===== src/rtl/stream_arb_pkg.sv =====
// Shared FSM state type and round-robin search helper for the stream packet arbiter.
// Latency: none (declarations and a pure combinational function only).
// Backpressure: not applicable; holds no flow-control state.
package stream_arb_pkg;

    // Upper bound on the source count, so the search helper can use fixed widths
    localparam int MAX_SRC  = 16;
    localparam int MAX_ID_W = 4;

    typedef enum logic [0:0] {
        ARB_IDLE = 1'b0,
        ARB_BUSY = 1'b1
    } arb_state_t;

    // Returns {found, index} of the first set bit of req searching upward from
    // (last + 1) mod n with wrap-around. Bits at or above n are never selected.
    function automatic logic [MAX_ID_W:0] rr_first(
        input logic [MAX_SRC-1:0]  req,
        input logic [MAX_ID_W-1:0] last,
        input int                  n
    );
        logic [MAX_ID_W:0] res;
        int                idx;
        res = '0;
        for (int k = 1; k <= MAX_SRC; k++) begin
            idx = (int'(last) + k) % n;
            if ((k <= n) && !res[MAX_ID_W] && req[idx[MAX_ID_W-1:0]]) begin
                res = {1'b1, idx[MAX_ID_W-1:0]};
            end
        end
        return res;
    endfunction

endpackage


===== src/rtl/stream_rr_pick.sv =====
// Round-robin next-grant search: first requester after last_grant, with wrap.
// Latency: purely combinational.
// Backpressure: none; the caller decides when the pick is registered.
module stream_rr_pick
    import stream_arb_pkg::*;
#(
    parameter int N_SRC = 4
) (
    input  logic [N_SRC-1:0]         req,
    input  logic [$clog2(N_SRC)-1:0] last_grant,
    output logic [N_SRC-1:0]         pick_oh,
    output logic [$clog2(N_SRC)-1:0] pick_idx,
    output logic                     pick_vld
);

    localparam int ID_W = $clog2(N_SRC);

    logic [MAX_SRC-1:0]  req_pad;
    logic [MAX_ID_W-1:0] last_pad;
    logic [MAX_ID_W:0]   res;

    // Widen inputs to the helper's fixed widths, then decode its result
    always_comb begin
        req_pad              = '0;
        req_pad[N_SRC-1:0]   = req;
        last_pad             = '0;
        last_pad[ID_W-1:0]   = last_grant;
        res                  = rr_first(req_pad, last_pad, N_SRC);
        pick_vld             = res[MAX_ID_W];
        pick_idx             = ID_W'(res[MAX_ID_W-1:0]);
        pick_oh              = '0;
        if (res[MAX_ID_W]) begin
            pick_oh[pick_idx] = 1'b1;
        end
    end

endmodule


===== src/rtl/stream_pkt_arbiter.sv =====
// Packet-granular round-robin arbiter of N_SRC streams onto one registered output; optional watchdog under STREAM_ARB_WATCHDOG_EN.
// Latency: one cycle arbitration bubble per packet, then one registered cycle from accepted input beat to m_valid_o.
// Backpressure: only the granted source sees ready, equal to (~m_valid_o | m_ready_i); output holds stable while stalled.
module stream_pkt_arbiter
    import stream_arb_pkg::*;
#(
    parameter int T_DATA_WIDTH = 4,
    parameter int N_SRC        = 4,
    parameter int TIMEOUT_CYC  = 64
) (
    input  logic                                clk,
    input  logic                                rst,
    input  logic [N_SRC-1:0][T_DATA_WIDTH-1:0]  s_data_i,
    input  logic [N_SRC-1:0]                    s_last_i,
    input  logic [N_SRC-1:0]                    s_valid_i,
    output logic [N_SRC-1:0]                    s_ready_o,
    output logic [T_DATA_WIDTH-1:0]             m_data_o,
    output logic                                m_last_o,
    output logic                                m_valid_o,
    input  logic                                m_ready_i,
    output logic [$clog2(N_SRC)-1:0]            m_id_o,
    output logic                                err_timeout_o
);

    localparam int ID_W = $clog2(N_SRC);

    arb_state_t       state;
    logic [ID_W-1:0]  grant;
    logic [ID_W-1:0]  last_grant;
    logic [N_SRC-1:0] grant_oh;
    logic [N_SRC-1:0] pick_oh;
    logic [ID_W-1:0]  pick_idx;
    logic             pick_vld;
    logic             out_free;
    logic             beat_acc;

    stream_rr_pick #(
        .N_SRC (N_SRC)
    ) u_pick (
        .req        (s_valid_i),
        .last_grant (last_grant),
        .pick_oh    (pick_oh),
        .pick_idx   (pick_idx),
        .pick_vld   (pick_vld)
    );

    // Output slot takes a beat when empty or draining; only the granted source sees ready
    always_comb begin
        out_free  = ~m_valid_o | m_ready_i;
        s_ready_o = '0;
        if (state == ARB_BUSY) begin
            s_ready_o = grant_oh & {N_SRC{out_free}};
        end
        beat_acc  = |(s_ready_o & s_valid_i);
    end

`ifdef STREAM_ARB_WATCHDOG_EN
    localparam int WD_W = $clog2(TIMEOUT_CYC + 1);
    logic [WD_W-1:0] wd_cnt;
`else
    assign err_timeout_o = 1'b0;
`endif

    // Arbitration FSM, output register and (optionally) the stalled-source watchdog
    always_ff @(posedge clk) begin
        if (rst) begin
            state      <= ARB_IDLE;
            grant      <= '0;
            grant_oh   <= '0;
            last_grant <= ID_W'(N_SRC - 1);
            m_valid_o  <= 1'b0;
            m_last_o   <= 1'b0;
            m_data_o   <= '0;
            m_id_o     <= '0;
`ifdef STREAM_ARB_WATCHDOG_EN
            err_timeout_o <= 1'b0;
            wd_cnt        <= '0;
`endif
        end else begin
`ifdef STREAM_ARB_WATCHDOG_EN
            err_timeout_o <= 1'b0;
`endif
            if (beat_acc) begin
                m_valid_o <= 1'b1;
                m_data_o  <= s_data_i[grant];
                m_last_o  <= s_last_i[grant];
                m_id_o    <= grant;
            end else if (m_ready_i) begin
                m_valid_o <= 1'b0;
            end

            case (state)
                ARB_IDLE: begin
                    if (pick_vld) begin
                        state    <= ARB_BUSY;
                        grant    <= pick_idx;
                        grant_oh <= pick_oh;
                    end
                end
                ARB_BUSY: begin
                    if (beat_acc && s_last_i[grant]) begin
                        state      <= ARB_IDLE;
                        last_grant <= grant;
                    end
`ifdef STREAM_ARB_WATCHDOG_EN
                    if (beat_acc) begin
                        wd_cnt <= '0;
                    end else if (!s_valid_i[grant]) begin
                        if (wd_cnt == WD_W'(TIMEOUT_CYC - 1)) begin
                            err_timeout_o <= 1'b1;
                            state         <= ARB_IDLE;
                            last_grant    <= grant;
                            wd_cnt        <= '0;
                        end else begin
                            wd_cnt <= wd_cnt + 1'b1;
                        end
                    end
`endif
                end
                default: state <= ARB_IDLE;
            endcase
        end
    end

endmodule


===== config.mk =====
export PLATFORM = sky130hd
export DESIGN_NAME = stream_pkt_arbiter
export DESIGN_NICKNAME = d
export VERILOG_FILES = /design/src/rtl/stream_arb_pkg.sv /design/src/rtl/stream_rr_pick.sv /design/src/rtl/stream_pkt_arbiter.sv
export SDC_FILE = /design/constraint.sdc
export NUM_CORES = 1
export LEC_CHECK = 0
export CAP_MARGIN = 10
export CORE_MARGIN = 4
export CORE_UTILIZATION = 41
export CTS_CLUSTER_SIZE = 12
export DETAILED_ROUTE_END_ITERATION = 6
export PLACE_DENSITY = 0.79
export SYNTH_ARGS = -nofsm -noshare
export SYNTH_HDL_FRONTEND = slang
export SYNTH_SLANG_ARGS = --single-unit

===== constraint.sdc =====
create_clock -name clk -period 1.8 [get_ports clk]
set_input_delay 0.27 -clock clk [delete_from_list [all_inputs] [get_ports clk]]
set_output_delay 0.27 -clock clk [all_outputs]
set_load 0.01 [all_outputs]

==> parameters.txt <==
Parameter                              Value

Outcome
  Status ... completed

Layout
  Layout cells sized above 1 ... between 10% and 20%
  Finished layout cell area ... 1390 um^2
  Final standard cell utilization of the core ... about two thirds
  Final layout net count ... about 160
  Area growth syn-to-layout ... 53.2%
  Diodes inserted ... 0

Drt
  Violation count after the first detailed-routing iteration ... 10
  Number of antenna-violating nets in the routed design ... 0
  DR DRC count ... 0
  Number of vias in the routed layout ... around 810
  Final routed wirelength across all metal layers ... between 2000 and 2500 um
  DR pass1 iterations ... 4
  Routed len/inst ... approximately 14 um
  Post-detailed-route via-to-cell ratio ... 5.06

Synth
  Multiplexer share of the synthesized area ... about a quarter
  Number of register bits inferred by synthesis ... 17
  Synth async-reset ratio ... 0%
  Average footprint of a synthesized cell ... around 10 um^2
  Yosys warnings ... 0
  Top post-synthesis cells by count ... 17 x sky130_fd_sc_hd__dfxtp_1, 14 x sky130_fd_sc_hd__nor2_1, 10 x sky130_fd_sc_hd__mux2i_1
  Most common flop cell mapped by yosys ... sky130_fd_sc_hd__dfxtp_1
  Cells after synthesis ... 90
  Share of Yosys cell area claimed by the top area cell type ... roughly 37%
  Count leader, synth ... sky130_fd_sc_hd__dfxtp_1
  Largest family of logic cells by synthesized area ... multiplexers
  Syn nets ... 117
  Fraction of the mapped netlist area in compound gates ... between 15 and 20%
  Adder and majority cell fraction of the synthesized area ... 0%
  Number of enable flip-flop cells after synthesis ... 0
  Fraction of synthesized cell area in xor and xnor cells ... 0%
  Post-synthesis cell type count ... 29
  Top cell type by total area after synthesis ... sky130_fd_sc_hd__dfxtp_1
  Share of synthesized cell area in and, or, nand and nor gates ... between 10% and 20%
  Sequential share of the synthesized area ... between 30% and 40%
  Top post-synthesis cells by area ... sky130_fd_sc_hd__dfxtp_1 37%, sky130_fd_sc_hd__mux4_2 12%, sky130_fd_sc_hd__mux2i_1 11%, sky130_fd_sc_hd__nor2_1 5.8%, sky130_fd_sc_hd__o32ai_1 3.9%
  Post-synthesis cell area ... ~900 um^2

Timing
  Fin Clk Skew ... about 0.0021 ns
  Final worst slack ... 0.265 ns
  Period minus WS final ... about 1.5 ns
  Highest achievable clock rate ... between 600 and 700 MHz
  Post-route clock period utilization ... 85.3%
  Setup repair after global routing missed its margin ... false
  Setup total negative slack ... 0 ns
  Max-slew violation count ... 0
  Setup-violating endpoint count in the final report ... 0
  Number of hold violations in the final report ... 0

Setup path
  Worst endpoint required time ... 1.53 ns
  Class of the most critical setup path ... input port to output pin
  Startpoint types ... input port
  Buffers and inverters on the worst path ... 2
  Launch instance of the worst register-to-register path ... grant[0]
  Critical path's top delay family ... buffers and inverters
  Type of element capturing the critical path ... output pin
  Endpoint of the worst-slack reg-to-reg timing path ... m_data_o[1]
  Cell count of the worst reg-to-reg path ... 4
  Reg2Reg Setup Slack ... between 0.4 and 0.5 ns
  Chain of cells forming the critical path ... clkdlybuf4s50_1 -> nand2b_4 -> and3_1 -> dlygate4sd2_1
  Critical path peak fanout ... 5
  Arrival time at the worst endpoint ... about 1.3 ns
  Worst path max stage delay ... roughly 0.40 ns
  Slowest cell on the critical path ... sky130_fd_sc_hd__clkdlybuf4s50_1

Clock tree
  CTS Hold Buffers Added ... 0
  Clk sinks ... 17
  CTS tree ... done
  PostCTS Resize Cnt ... 6
  Clock Path Buffers ... 2
  Number of buffers added by the clock tree synthesis step ... 3
  Clock Tree Root ... sky130_fd_sc_hd__clkbuf_4
  Clk pin slew, worst setup/hold paths ... roughly 0.1 ns
  H-tree levels ... 1
  Clock latency reported for the late side of the worst-skew pair ... 0.30 ns
  Post CTS Setup Buffer Count ... 0

Floorplanning
  Area of the placeable core ... between 2000 and 2500 um^2
  Floorplan die area ... 3040 um^2
  Starting utilization of the core area ... between 40% and 50%
  Number of placement rows ... 16
  Overall die height ... 55.1 um
  Width of the die ... between 50 and 60 um
  Ports ... 40

Worst hold path
  Launch instance of the worst min-delay path ... grant_oh[3]
  Class of the most critical hold timing path ... flop to flop
  Cell depth of the worst min-delay path ... 2
  Worst min-delay path endpoint ... grant_oh[3]

Placed design
  Post-detailed-placement cell area ... 1360 um^2
  Detailed placement HPWL ... around 1800 um
  Worst setup slack before clock tree synthesis ... -0.0637 ns
  Port Buffers ... 38
  Routability cong. ... roughly 0.74

GRT
  Number of antenna violations at the first check in global routing ... 0
  Maximum number of pins on one net before global-route repair ... 21
  Via count of the first global-routing pass ... around 710
  First-pass GRT wire length ... 3230 um
  Final global-route overflow total ... 0
  Overall routing resource usage ... between 10% and 20%

Pwr
  Power consumption ... ~0.00085 W
  Peak supply drop ... 0.383 mV
  Leakage ... roughly 0.6 nW
  Pwr/cell area ... around 600 nW/um^2

Job
  Max-cap viol count ... 0
power by group:
group / switching (W) / internal [W]
Clock: 0.000128 / 0.0000828
Combinational: 0.0000780 / 0.000143
Sequential: 0.0000221 / 0.000397
stage by stage:
stage / hold slack, ns / instances
after detailed placement: 0.484 / 157
after global routing: 0.536 / 161
after CTS: 0.500 / 161
final: 0.497 / 161
after global placement: 0.473 / 157
after floorplan: 0.463 / 90
worst min-delay path: stages (launching register included):
cell,delay (ns)
sky130_fd_sc_hd__dfxtp_1,0.33
sky130_fd_sc_hd__inv_1,0.05
sky130_fd_sc_hd__o32ai_1,0.07
worst max path at each step:
stage	from	to	slack, ns	cells past startpoint
2_1_floorplan	grant[0]	last_grant[0]	0.47	4
3_3_place_gp	m_ready_i	s_ready_o[3]	-0.05	4
3_5_place_dp	m_ready_i	s_ready_o[1]	-0.06	4
4_1_cts	m_ready_i	s_ready_o[1]	0.26	4
5_1_grt	m_valid_o	m_valid_o	0.23	1
6_report	m_ready_i	s_ready_o[1]	0.26	4
per-layer routing:
layer,GRT usage (%),up-vias,wire length [um]
met3,3.22,4,77
li1,-,422,-
met5,0,-,0
met4,9.72,0,35
met2,25.0,11,1200
met1,18.9,377,894
layout by cell type (no fill, tap or decap):
cell type,instances
sky130_fd_sc_hd__a31oi_1,1
sky130_fd_sc_hd__nor4_1,1
sky130_fd_sc_hd__mux2i_1,10
sky130_fd_sc_hd__nand2b_4,1
sky130_fd_sc_hd__nand2_1,1
sky130_fd_sc_hd__a21o_1,1
sky130_fd_sc_hd__o211ai_4,1
sky130_fd_sc_hd__o21a_1,1
sky130_fd_sc_hd__or4_1,1
sky130_fd_sc_hd__a21boi_0,1
sky130_fd_sc_hd__nor2_1,14
sky130_fd_sc_hd__a21oi_1,2
sky130_fd_sc_hd__conb_1,1
sky130_fd_sc_hd__clkbuf_4,3
sky130_fd_sc_hd__clkinv_2,1
sky130_fd_sc_hd__o21ai_0,2
sky130_fd_sc_hd__dfxtp_2,1
sky130_fd_sc_hd__buf_12,1
sky130_fd_sc_hd__inv_1,4
sky130_fd_sc_hd__and3_1,4
sky130_fd_sc_hd__mux4_2,5
sky130_fd_sc_hd__dlygate4sd2_1,4
sky130_fd_sc_hd__a22o_1,2
sky130_fd_sc_hd__o32ai_1,4
sky130_fd_sc_hd__a211oi_1,1
sky130_fd_sc_hd__nand3b_1,2
sky130_fd_sc_hd__nor3_2,1
sky130_fd_sc_hd__nor2b_4,1
sky130_fd_sc_hd__nor2b_1,1
sky130_fd_sc_hd__buf_4,7
sky130_fd_sc_hd__o22a_1,1
sky130_fd_sc_hd__clkdlybuf4s50_1,34
sky130_fd_sc_hd__nand2b_1,3
sky130_fd_sc_hd__dfxtp_1,16
area by class of cell:
class / count / area [um^2]
clock inverters: 1 / 5.00
multi-input cells: 63 / 528
fillers: 167 / 648
clock buffers: 3 / 22.5
inverters: 4 / 15.0
well taps: 27 / 33.8
repair buffers: 46 / 448
flip-flops and latches: 17 / 342
flip-flops by register name, indices dropped and copies added (netlist names):
register and count:
state 1, m_id_o 2, last_grant 2, grant_oh 4, m_data_o 4, m_valid_o 1
grant 2, m_last_o 1
logic make-up (layout without fill, tap and decap cells):
logic type,count (synthesis),count (layout)
flip-flops,17,17
AND/OR/NAND/NOR,30,30
other,1,1
buffers and inverters,10,54
AO/OA/AOI/OAI,17,17
multiplexers,15,15
(Power assumes the default switching activity.)
